$ cat config.mk
export PLATFORM = sky130hd
export DESIGN_NAME = imemory_stage_flat
export DESIGN_NICKNAME = d
export VERILOG_FILES = /design/src/rtl/imemory_stage_pkg.sv /design/src/rtl/imemory_stage_if.sv /design/src/rtl/imemory_stage_idata_memory.sv /design/src/rtl/imemory_stage.sv /design/src/flat_wrapper.sv
export SDC_FILE = /design/constraint.sdc
export NUM_CORES = 2
export LEC_CHECK = 0
export CAP_MARGIN = 5
export CORE_UTILIZATION = 61
export CTS_BUF_LIST = sky130_fd_sc_hd__clkbuf_16
export DETAILED_ROUTE_END_ITERATION = 12
export PLACE_DENSITY_LB_ADDON = 0.1
export SYNTH_ARGS = -nofsm -noshare
export SYNTH_HDL_FRONTEND = slang
export SYNTH_SLANG_ARGS = --single-unit
$ cat constraint.sdc
create_clock -name clk -period 10.2 [get_ports clk]
set_input_delay 2.04 -clock clk [delete_from_list [all_inputs] [get_ports clk]]
set_output_delay 2.04 -clock clk [all_outputs]
set_load 0.02 [all_outputs]
$ cat src/rtl/imemory_stage_pkg.sv
// ----------------------------------------------------------------------------
// imemory_stage_pkg
// Shared types and helpers for the LEGv8 memory-access stage.
//   word_t     : 64-bit datapath word.
//   reg_idx_t  : architectural register number (X0..X31).
//   access_e   : classification of the instruction presented to the stage.
//   memwb_t    : MEM/WB pipeline register contents (except the loaded data,
//                which is registered inside the data memory).
//   is_aligned / in_range : address qualification helpers.
// ----------------------------------------------------------------------------
package imemory_stage_pkg;

    localparam int WORD_BITS    = 64;
    localparam int REG_BITS     = 5;
    localparam int BYTE_OFFSET  = 3;    // 8 bytes per data word

    typedef logic [WORD_BITS-1:0] word_t;
    typedef logic [REG_BITS-1:0]  reg_idx_t;

    typedef enum logic [1:0] {
        ACC_NONE    = 2'd0,   // no memory access (R-type, branch, bubble)
        ACC_LOAD    = 2'd1,   // legal LDUR
        ACC_STORE   = 2'd2,   // legal STUR
        ACC_ILLEGAL = 2'd3    // misaligned, out of range, or read+write
    } access_e;

    typedef struct packed {
        logic     valid;
        logic     reg_write;
        logic     mem_to_reg;
        reg_idx_t write_reg;
        word_t    alu_result;
    } memwb_t;

    // Data words are 8 bytes; any low-order byte offset is misaligned.
    function automatic logic is_aligned(word_t addr);
        return addr[BYTE_OFFSET-1:0] == '0;
    endfunction

    // In range when nothing above the word-index field is set.
    function automatic logic in_range(word_t addr, int unsigned addr_bits);
        return (addr >> (addr_bits + BYTE_OFFSET)) == '0;
    endfunction

endpackage

$ cat src/rtl/imemory_stage_if.sv
// ----------------------------------------------------------------------------
// imemory_stage_if
// Bundles the execute -> memory inputs and the memory -> fetch/writeback
// outputs of the memory-access stage.
//   master : the upstream side (execute stage / hazard unit / testbench)
//   slave  : the memory-access stage itself
// Inputs to the stage : valid_in, stall, flush, alu_result_in, read_data2_in,
//                       branch_target_in, zero_in, mem_read_in, mem_write_in,
//                       branch_in, uncond_branch_in, mem_to_reg_in,
//                       reg_write_in, write_reg_in
// Outputs of the stage: pc_src, branch_target (combinational), read_data,
//                       alu_result, mem_to_reg, reg_write, write_reg,
//                       valid_out (MEM/WB), mem_error (sticky)
// ----------------------------------------------------------------------------
interface imemory_stage_if;
    import imemory_stage_pkg::*;

    logic     valid_in;
    logic     stall;
    logic     flush;
    word_t    alu_result_in;
    word_t    read_data2_in;
    word_t    branch_target_in;
    logic     zero_in;
    logic     mem_read_in;
    logic     mem_write_in;
    logic     branch_in;
    logic     uncond_branch_in;
    logic     mem_to_reg_in;
    logic     reg_write_in;
    reg_idx_t write_reg_in;

    logic     pc_src;
    word_t    branch_target;
    word_t    read_data;
    word_t    alu_result;
    logic     mem_to_reg;
    logic     reg_write;
    reg_idx_t write_reg;
    logic     valid_out;
    logic     mem_error;

    modport master (
        output valid_in, stall, flush, alu_result_in, read_data2_in,
               branch_target_in, zero_in, mem_read_in, mem_write_in,
               branch_in, uncond_branch_in, mem_to_reg_in, reg_write_in,
               write_reg_in,
        input  pc_src, branch_target, read_data, alu_result, mem_to_reg,
               reg_write, write_reg, valid_out, mem_error
    );

    modport slave (
        input  valid_in, stall, flush, alu_result_in, read_data2_in,
               branch_target_in, zero_in, mem_read_in, mem_write_in,
               branch_in, uncond_branch_in, mem_to_reg_in, reg_write_in,
               write_reg_in,
        output pc_src, branch_target, read_data, alu_result, mem_to_reg,
               reg_write, write_reg, valid_out, mem_error
    );

endinterface

$ cat src/rtl/imemory_stage_idata_memory.sv
// ----------------------------------------------------------------------------
// idata_memory
// DMEM_WORDS x 64-bit data memory with synchronous write, registered read
// and synchronous clear on reset.
//   clk, reset_n : clock, synchronous active-low reset (clears every word)
//   addr         : word index shared by read and write
//   wr_en/wr_data: write the word at addr on the rising edge
//   rd_en        : capture mem[addr] into rd_data; when low, capture 0
//   hold         : keep rd_data unchanged (pipeline stall)
//   rd_data      : registered read data, one cycle after the request
// ----------------------------------------------------------------------------
module idata_memory
    import imemory_stage_pkg::*;
#(
    parameter int DMEM_WORDS = 32,
    parameter int ADDR_BITS  = 5
) (
    input  logic                 clk,
    input  logic                 reset_n,
    input  logic [ADDR_BITS-1:0] addr,
    input  logic                 wr_en,
    input  word_t                wr_data,
    input  logic                 rd_en,
    input  logic                 hold,
    output word_t                rd_data
);

    word_t mem [DMEM_WORDS];

    // NOTE: the array must be cleared on reset, so it is built from
    // resettable flops rather than a RAM macro; a RAM cannot be reset this way.
    always_ff @(posedge clk) begin
        if (!reset_n) begin
            for (int i = 0; i < DMEM_WORDS; i++) begin
                mem[i] <= '0;
            end
            rd_data <= '0;
        end else begin
            if (wr_en) begin
                mem[addr] <= wr_data;
            end
            // A load and a store never share a cycle, so the read sees the
            // word as left by the previous edge (store-then-load works).
            if (!hold) begin
                rd_data <= rd_en ? mem[addr] : '0;
            end
        end
    end

endmodule

$ cat src/rtl/imemory_stage.sv
// ----------------------------------------------------------------------------
// imemory_stage
// Memory-access stage of the LEGv8 pipeline. Resolves branches back to fetch,
// performs LDUR/STUR against the internal data memory, and holds the MEM/WB
// pipeline register feeding writeback.
//   clk     : system clock, rising edge
//   reset_n : synchronous active-low reset (MEM/WB, mem_error and memory)
//   bus     : imemory_stage_if.slave, execute inputs and stage outputs
// ----------------------------------------------------------------------------
module imemory_stage
    import imemory_stage_pkg::*;
#(
    parameter int DMEM_WORDS = 32,
    parameter int ADDR_BITS  = 5
) (
    input  logic              clk,
    input  logic              reset_n,
    imemory_stage_if.slave    bus
);

    access_e              access;
    logic [ADDR_BITS-1:0] word_idx;
    logic                 mem_wr_en;
    logic                 mem_rd_en;
    memwb_t               memwb_q;
    logic                 mem_error_q;

    // ------------------------------------------------------------------
    // Branch resolution: combinational, deliberately not gated by stall.
    // ------------------------------------------------------------------
    assign bus.pc_src        = bus.valid_in &
                               (bus.uncond_branch_in | (bus.branch_in & bus.zero_in));
    assign bus.branch_target = bus.branch_target_in;

    // ------------------------------------------------------------------
    // Access classification
    // ------------------------------------------------------------------
    assign word_idx = bus.alu_result_in[ADDR_BITS+BYTE_OFFSET-1:BYTE_OFFSET];

    // NOTE: every output of this block gets a default first, so no path can
    // leave it unassigned and infer a latch.
    always_comb begin
        access = ACC_NONE;
        if (bus.valid_in && (bus.mem_read_in || bus.mem_write_in)) begin
            if (!is_aligned(bus.alu_result_in) ||
                !in_range(bus.alu_result_in, ADDR_BITS) ||
                (bus.mem_read_in && bus.mem_write_in)) begin
                access = ACC_ILLEGAL;
            end else if (bus.mem_write_in) begin
                access = ACC_STORE;
            end else begin
                access = ACC_LOAD;
            end
        end
    end

    // A stalled store is retried on the first unstalled cycle. Load data is
    // zeroed for bubbles and non-loads so writeback never sees stale data.
    assign mem_wr_en = (access == ACC_STORE) && !bus.stall;
    assign mem_rd_en = (access == ACC_LOAD) && !bus.flush;

    idata_memory #(
        .DMEM_WORDS (DMEM_WORDS),
        .ADDR_BITS  (ADDR_BITS)
    ) u_dmem (
        .clk     (clk),
        .reset_n (reset_n),
        .addr    (word_idx),
        .wr_en   (mem_wr_en),
        .wr_data (bus.read_data2_in),
        .rd_en   (mem_rd_en),
        .hold    (bus.stall),
        .rd_data (bus.read_data)
    );

    // ------------------------------------------------------------------
    // MEM/WB register: reset > stall (hold) > flush/invalid (bubble) > capture
    // ------------------------------------------------------------------
    // NOTE: sequential state uses non-blocking assignments so every flop
    // samples pre-edge values regardless of statement order.
    always_ff @(posedge clk) begin
        if (!reset_n) begin
            memwb_q     <= '0;
            mem_error_q <= 1'b0;
        end else if (!bus.stall) begin
            if (bus.flush || !bus.valid_in) begin
                memwb_q <= '0;
            end else begin
                memwb_q.valid      <= 1'b1;
                // A faulting access must not retire a register write.
                memwb_q.reg_write  <= bus.reg_write_in && (access != ACC_ILLEGAL);
                memwb_q.mem_to_reg <= bus.mem_to_reg_in;
                memwb_q.write_reg  <= bus.write_reg_in;
                memwb_q.alu_result <= bus.alu_result_in;
            end
            if (access == ACC_ILLEGAL) begin
                mem_error_q <= 1'b1;
            end
        end
    end

    assign bus.valid_out  = memwb_q.valid;
    assign bus.reg_write  = memwb_q.reg_write;
    assign bus.mem_to_reg = memwb_q.mem_to_reg;
    assign bus.write_reg  = memwb_q.write_reg;
    assign bus.alu_result = memwb_q.alu_result;
    assign bus.mem_error  = mem_error_q;

endmodule

$ cat src/flat_wrapper.sv
// flat-port wrapper written by rule: the top's interface ports become plain ports
module imemory_stage_flat import imemory_stage_pkg::*;
#(
    parameter int DMEM_WORDS = 32,
    parameter int ADDR_BITS  = 5
)
  (clk, reset_n, bus_valid_in, bus_stall, bus_flush, bus_alu_result_in, bus_read_data2_in, bus_branch_target_in, bus_zero_in, bus_mem_read_in, bus_mem_write_in, bus_branch_in, bus_uncond_branch_in, bus_mem_to_reg_in, bus_reg_write_in, bus_write_reg_in, bus_pc_src, bus_branch_target, bus_read_data, bus_alu_result, bus_mem_to_reg, bus_reg_write, bus_write_reg, bus_valid_out, bus_mem_error);
  imemory_stage_if bus_i ();
  input  logic clk;
  input  logic reset_n;
  input wire logic [$bits(bus_i.valid_in)-1:0] bus_valid_in;
  input wire logic [$bits(bus_i.stall)-1:0] bus_stall;
  input wire logic [$bits(bus_i.flush)-1:0] bus_flush;
  input wire logic [$bits(bus_i.alu_result_in)-1:0] bus_alu_result_in;
  input wire logic [$bits(bus_i.read_data2_in)-1:0] bus_read_data2_in;
  input wire logic [$bits(bus_i.branch_target_in)-1:0] bus_branch_target_in;
  input wire logic [$bits(bus_i.zero_in)-1:0] bus_zero_in;
  input wire logic [$bits(bus_i.mem_read_in)-1:0] bus_mem_read_in;
  input wire logic [$bits(bus_i.mem_write_in)-1:0] bus_mem_write_in;
  input wire logic [$bits(bus_i.branch_in)-1:0] bus_branch_in;
  input wire logic [$bits(bus_i.uncond_branch_in)-1:0] bus_uncond_branch_in;
  input wire logic [$bits(bus_i.mem_to_reg_in)-1:0] bus_mem_to_reg_in;
  input wire logic [$bits(bus_i.reg_write_in)-1:0] bus_reg_write_in;
  input wire logic [$bits(bus_i.write_reg_in)-1:0] bus_write_reg_in;
  output wire logic [$bits(bus_i.pc_src)-1:0] bus_pc_src;
  output wire logic [$bits(bus_i.branch_target)-1:0] bus_branch_target;
  output wire logic [$bits(bus_i.read_data)-1:0] bus_read_data;
  output wire logic [$bits(bus_i.alu_result)-1:0] bus_alu_result;
  output wire logic [$bits(bus_i.mem_to_reg)-1:0] bus_mem_to_reg;
  output wire logic [$bits(bus_i.reg_write)-1:0] bus_reg_write;
  output wire logic [$bits(bus_i.write_reg)-1:0] bus_write_reg;
  output wire logic [$bits(bus_i.valid_out)-1:0] bus_valid_out;
  output wire logic [$bits(bus_i.mem_error)-1:0] bus_mem_error;
  assign bus_i.valid_in = bus_valid_in;
  assign bus_i.stall = bus_stall;
  assign bus_i.flush = bus_flush;
  assign bus_i.alu_result_in = bus_alu_result_in;
  assign bus_i.read_data2_in = bus_read_data2_in;
  assign bus_i.branch_target_in = bus_branch_target_in;
  assign bus_i.zero_in = bus_zero_in;
  assign bus_i.mem_read_in = bus_mem_read_in;
  assign bus_i.mem_write_in = bus_mem_write_in;
  assign bus_i.branch_in = bus_branch_in;
  assign bus_i.uncond_branch_in = bus_uncond_branch_in;
  assign bus_i.mem_to_reg_in = bus_mem_to_reg_in;
  assign bus_i.reg_write_in = bus_reg_write_in;
  assign bus_i.write_reg_in = bus_write_reg_in;
  assign bus_pc_src = bus_i.pc_src;
  assign bus_branch_target = bus_i.branch_target;
  assign bus_read_data = bus_i.read_data;
  assign bus_alu_result = bus_i.alu_result;
  assign bus_mem_to_reg = bus_i.mem_to_reg;
  assign bus_reg_write = bus_i.reg_write;
  assign bus_write_reg = bus_i.write_reg;
  assign bus_valid_out = bus_i.valid_out;
  assign bus_mem_error = bus_i.mem_error;
  imemory_stage #(.DMEM_WORDS(DMEM_WORDS), .ADDR_BITS(ADDR_BITS)) u_core (.clk(clk), .reset_n(reset_n), .bus(bus_i));
endmodule
== Word-level counts from Yosys, hierarchy flattened ==
Memory sizes are Yosys's and may differ from the RTL's.
Index checks and enable logic that the tools add are counted.

* Flip-flop bits (word level): 137
* Bits in writable memories: 2048
* Input port bits: 209
* Output and inout port bits: 202
* Word-level logic and storage cells: 46
* Memories kept: 1

* Eq/ne operators: 4
* Muxes and demuxes: 12
* Bitwise logic cells: 4
* Reductions and logical operators: 18

{| class="wikitable"
|+ Memories
! memory !! words !! width !! rd ports !! clocked after Yosys merged registers in !! write ports !! RTL line !! RTL
|-
| u_core.u_dmem.mem || 32 || 64 || 1 || 0 || 32 || imemory_stage_idata_memory.sv:28 || <nowiki>word_t mem [DMEM_WORDS];</nowiki>
|}

{| class="wikitable"
|+ Operators by type and width
! operator !! number
|-
| $mux W64 || 2
|-
| $mux W72 || 1
|-
| $logic_not A64 Y1 || 1
|-
| $reduce_or A64 Y1 || 1
|-
| $mux W2 || 3
|-
| $logic_and A1 B1 Y1 || 5
|-
| $logic_not A1 Y1 || 5
|-
| $mux W1 || 5
|-
| $mux W5 || 1
|-
| $eq A2 B2 Y1 const B || 2
|-
| $logic_or A1 B1 Y1 || 4
|-
| $logic_not A3 Y1 || 1
|-
| $and A1 B1 Y1 || 2
|-
| $eq A2 B1 Y1 const B || 1
|-
| $ne A2 B2 Y1 const B || 1
|-
| $reduce_and A2 Y1 || 1
|-
| $not A1 Y1 || 1
|-
| $or A1 B1 Y1 || 1
|}

== Logic depth before layout (Yosys ltp) ==
* Word-level depth: 13
* Mapped depth: 8
* Mapped depth without buffers: 5

== Cells and area by module ==
From an unflattened synthesis, not the netlist that was laid out.

* Cells, all modules: 7033
* Area total of the unflattened synthesis: 97368.4 um2

{| class="wikitable"
|+ Modules (own cells, without submodules)
! module !! times used !! cells each !! area each (um2) !! sequential area each (um2)
|-
| idata_memory || 1 || 6696 || 94274.2 || 62780.2
|-
| imemory_stage || 1 || 337 || 3094.2 || 1461.4
|}

== Worst setup path before layout ==
No wires, ideal clock.

* Path type: input -> register
* From: in bus_alu_result_in[8]
* To: mem u_core.u_dmem.mem[26][0] (netlist bit), enable pin
* Library setup time: 574 ps
* Arrival: 7897 ps
* Data required time: 9626 ps
* Slack: 1728 ps
* Cell stages on the path: 6
* Buffers on the path: 1
* Cell sequence: nor4_1 nand4_1 nor4_4 nand4b_1 clkbuf_1 o21ai_0

{| class="wikitable"
|+ RTL lines
! what !! RTL line !! RTL
|-
| start, declared || flat_wrapper.sv:14 || <nowiki>input wire logic [$bits(bus_i.alu_result_in)-1:0] bus_alu_result_in;</nowiki>
|-
| end, declared || imemory_stage_idata_memory.sv:28 ||
|}

==> reports/results.ini <==
[timing]
relSlewSlack_pct = 16.4
period_share_pct = 63.8
post-route-min-period_ns = 6.51
rsz0062_at_grt = no
max_freq_mhz = 154
clock_skew_ns = 0.0304
worst_hold_slack_ns = 0.453
setup_tns_ns = 0
slew_viol_final = 0
hold_viol_final = 0
tightest_slew_ns = 1.25
setup_viol = 0

[worst_setup_path]
cp.required_ns = 10.76
worstReg2RegStart = u_core.u_dmem.mem[24][62]$_SDFFCE_PN0P_
crit_fanout = 80
cp_common_cell = buf_4
max_stage_delay_ns = 0.93
crit_family = buffers and inverters
cp_cell_sequence = buf_2 -> buf_4 -> nand2b_1 -> nor2_1 -> nand4b_1 -> buf_4 -> buf_4 -> buf_4 -> buf_4 -> nor2_1
critPathBufInv = 6
worstSetupStartpoint = bus_stall
path_class = input pin to flip-flop
critPathSlowestCell = buf_4
endpoint_kind = flip-flop
worstPathArrival_ns = 7.06
cp-start-kind = input pin

[final_layout]
fin_nets = 7842
top_register = u_core.u_dmem.mem
fillers = 10800
largest_reg_flops = 2048
area_delta_synth_final_pct = 11.6
final_common_cell = nor2_1
final_util_pct = 68.9
drive_above_1_share_pct = 6.26
final_cell_mix = nor2_1 (2052), edfxtp_1 (2048), mux2i_1 (827)
largestRegisters = u_core.u_dmem.mem (2048), u_core.bus.alu_result (64), u_core.u_dmem.rd_data (64)
design_area_sq_mm = 0.105

[detailed_routing]
wl_per_cell_um = 30.4
drtIter0Drc = 9509
ant_nets = 0
num_vias = 65000
wl_um = 300000
firstDrtPassIters = 6
post_drt_via_cell_ratio = 6.60
drc_errors = 0

[floorplanning]
rows = 143
coreArea_sq_mm = 0.153
die_area_sq_mm = 0.156
ios = 411
die_h_um = 395
initial_core_util_pct = 61.7
fp.dieW_um = 395

[placed_design]
gp_congestion = 0.868
hpwl_um = 160000
place_area_sq_mm = 0.0986
portBuffers = 282

[cts]
hold_buffers = 0
cts-buffers-inserted = 216
cts_max_level = 4
clk_path_buf_depth = 3
cts_tree = built
clk_pin_slew_worst_paths_ns = 0.06
ctsResizeCount = 0
clk_latency_ns = 0.85
cts_setup_buffers = 0
root_buffer = clkbuf_16
cts.sinks = 2185

[pwr]
leakagePower_nw = 34.1
clkPwrFrac_pct = 39.1
share_comb_of_total_power_pct = 6.7
power_switching_mw = 4.39
p_total_mw = 19.0
ir_drop_mv = 0.198
p_seq_share_pct = 54.2
p_int_mw = 14.6
cellPowerDensity_mw_per_mm2 = 181
switching_share_pct = 23.1

[global_route]
grt_pass1_wl_um = 428000
grt_overflow = 0
grt_max_degree = 164
grt_pass1_vias = 63500
antenna_found_initial = 5
track_usage_pct = 37.9

[yosys]
yosysWarnings = 0
synth_cells = 7675
synth_fp_nets = 7884
postSynthAreaPerCell_sq_um = 12.3
syn_area_sq_mm = 0.0942
seq_area_frac_synth_pct = 68.2
ys_ff_latch = 2185
yosysUniqueCellTypes = 36

[job]
maxCapViolCount = 0

[min_path]
hp-class = flip-flop to flip-flop
min-delay-start = u_core.u_dmem.rd_data[11]$_SDFFE_PN0N_

[run_status]
status = complete, no violations

per-stage QoR:
step	worst slack (ns)	std cells
4_1_cts	3.89	9845
2_1_floorplan	1.73	7675
5_1_grt	3.54	9848
3_3_place_gp	3.08	9444
6_report	3.69	9848
3_5_place_dp	3.02	9444
layer usage:
layer  up-vias  track usage (%)  part of all wire, %
met5         -                0               0.0080
met4         4             17.7                  5.0
met3       877             8.10                   13
met2      4727             59.9                   47
met1     32000             50.5                   36
li1      27500                -                    -
cell usage after synthesis:
| library cell | number | share of area, % |
|---|---|---|
| nor4_4 | 1 | 0.023 |
| a21oi_1 | 191 | 1.0 |
| or3_1 | 2 | 0.013 |
| a211oi_1 | 193 | 1.5 |
| nand4b_1 | 2 | 0.019 |
| nand3_1 | 3 | 0.016 |
| nor4_1 | 15 | 0.10 |
| nand2_1 | 584 | 2.3 |
| o31ai_1 | 63 | 0.50 |
| o21a_1 | 1 | 0.0080 |
| buf_4 | 64 | 0.51 |
| buf_2 | 47 | 0.25 |
| and2_1 | 1 | 0.0066 |
| a22oi_1 | 385 | 3.1 |
| mux2i_1 | 827 | 8.8 |
| nor3_1 | 8 | 0.042 |
| mux2_2 | 8 | 0.096 |
| and4_1 | 1 | 0.0093 |
| nand4bb_1 | 1 | 0.012 |
| inv_2 | 1 | 0.0040 |
| a22o_1 | 2 | 0.019 |
| or2_2 | 1 | 0.0066 |
| clkbuf_1 | 534 | 2.1 |
| nor2b_1 | 263 | 1.7 |
| buf_1 | 45 | 0.18 |
| o2111ai_1 | 1 | 0.0093 |
| nor4bb_1 | 1 | 0.011 |
| nand2b_1 | 6 | 0.040 |
| nor4b_1 | 3 | 0.028 |
| o21ai_0 | 34 | 0.18 |
| o32ai_1 | 2 | 0.019 |
| nand4_1 | 133 | 0.88 |
| dfxtp_1 | 137 | 2.9 |
| or4_1 | 1 | 0.0080 |
| edfxtp_1 | 2048 | 65 |
| nor2_1 | 2066 | 8.2 |
power by group through the flow:
stage          Clock, mW  Sequential (mW)  Combinational [mW]
2_1_floorplan          0             10.5               0.720
3_3_place_gp           0             10.5                1.23
3_5_place_dp           0             10.5                1.24
4_1_cts             7.43             10.3                1.24
5_1_grt             7.79             10.3                1.31
6_report            7.43             10.3                1.28
cell families after synthesis:
group / after synthesis / share of synthesized area [%]
flip-flops: 2185 / 68.2
AND/OR/NAND/NOR: 3092 / 13.5
multiplexers: 835 / 8.88
buffers and inverters: 691 / 3.07
AO/OA/AOI/OAI: 872 / 6.36
final cells by class:
| cell class | count | area (sq um) | share of cell area (%) |
|---|---|---|---|
| clock buffers | 221 | 5530 | 5.26 |
| well taps | 2030 | 2540 | 2.42 |
| flip-flops and latches | 2185 | 64200 | 61.1 |
| repair buffers | 430 | 4180 | 3.97 |
| clock inverters | 180 | 978 | 0.931 |
| diodes | 2 | 5.00 | 0.00476 |
| multi-input cells | 4799 | 27700 | 26.3 |
| inverters | 1 | 3.75 | 0.00357 |
tightest hold or removal path: cells and delay by family, from the launching register on:
kind / cells / cell delay [ns]
AO/OA/AOI/OAI: 1 / 0.05
flip-flops: 1 / 0.32
AND/OR/NAND/NOR: 1 / 0.05
path summary, 6_finish.rpt:
check,end,slack [ns],depth (start not counted)
worst min-delay path,u_core.u_dmem.rd_data[11]$_SDFFE_PN0N_,0.45,2
worst max register to register,u_core.u_dmem.rd_data[62]$_SDFFE_PN0N_,8.43,5
worst max-delay path,u_core.u_dmem.mem[17][29]$_SDFFCE_PN0P_,3.69,10
worst min register to register,u_core.u_dmem.rd_data[11]$_SDFFE_PN0N_,0.45,2
Power figures use the tool's default switching activity.
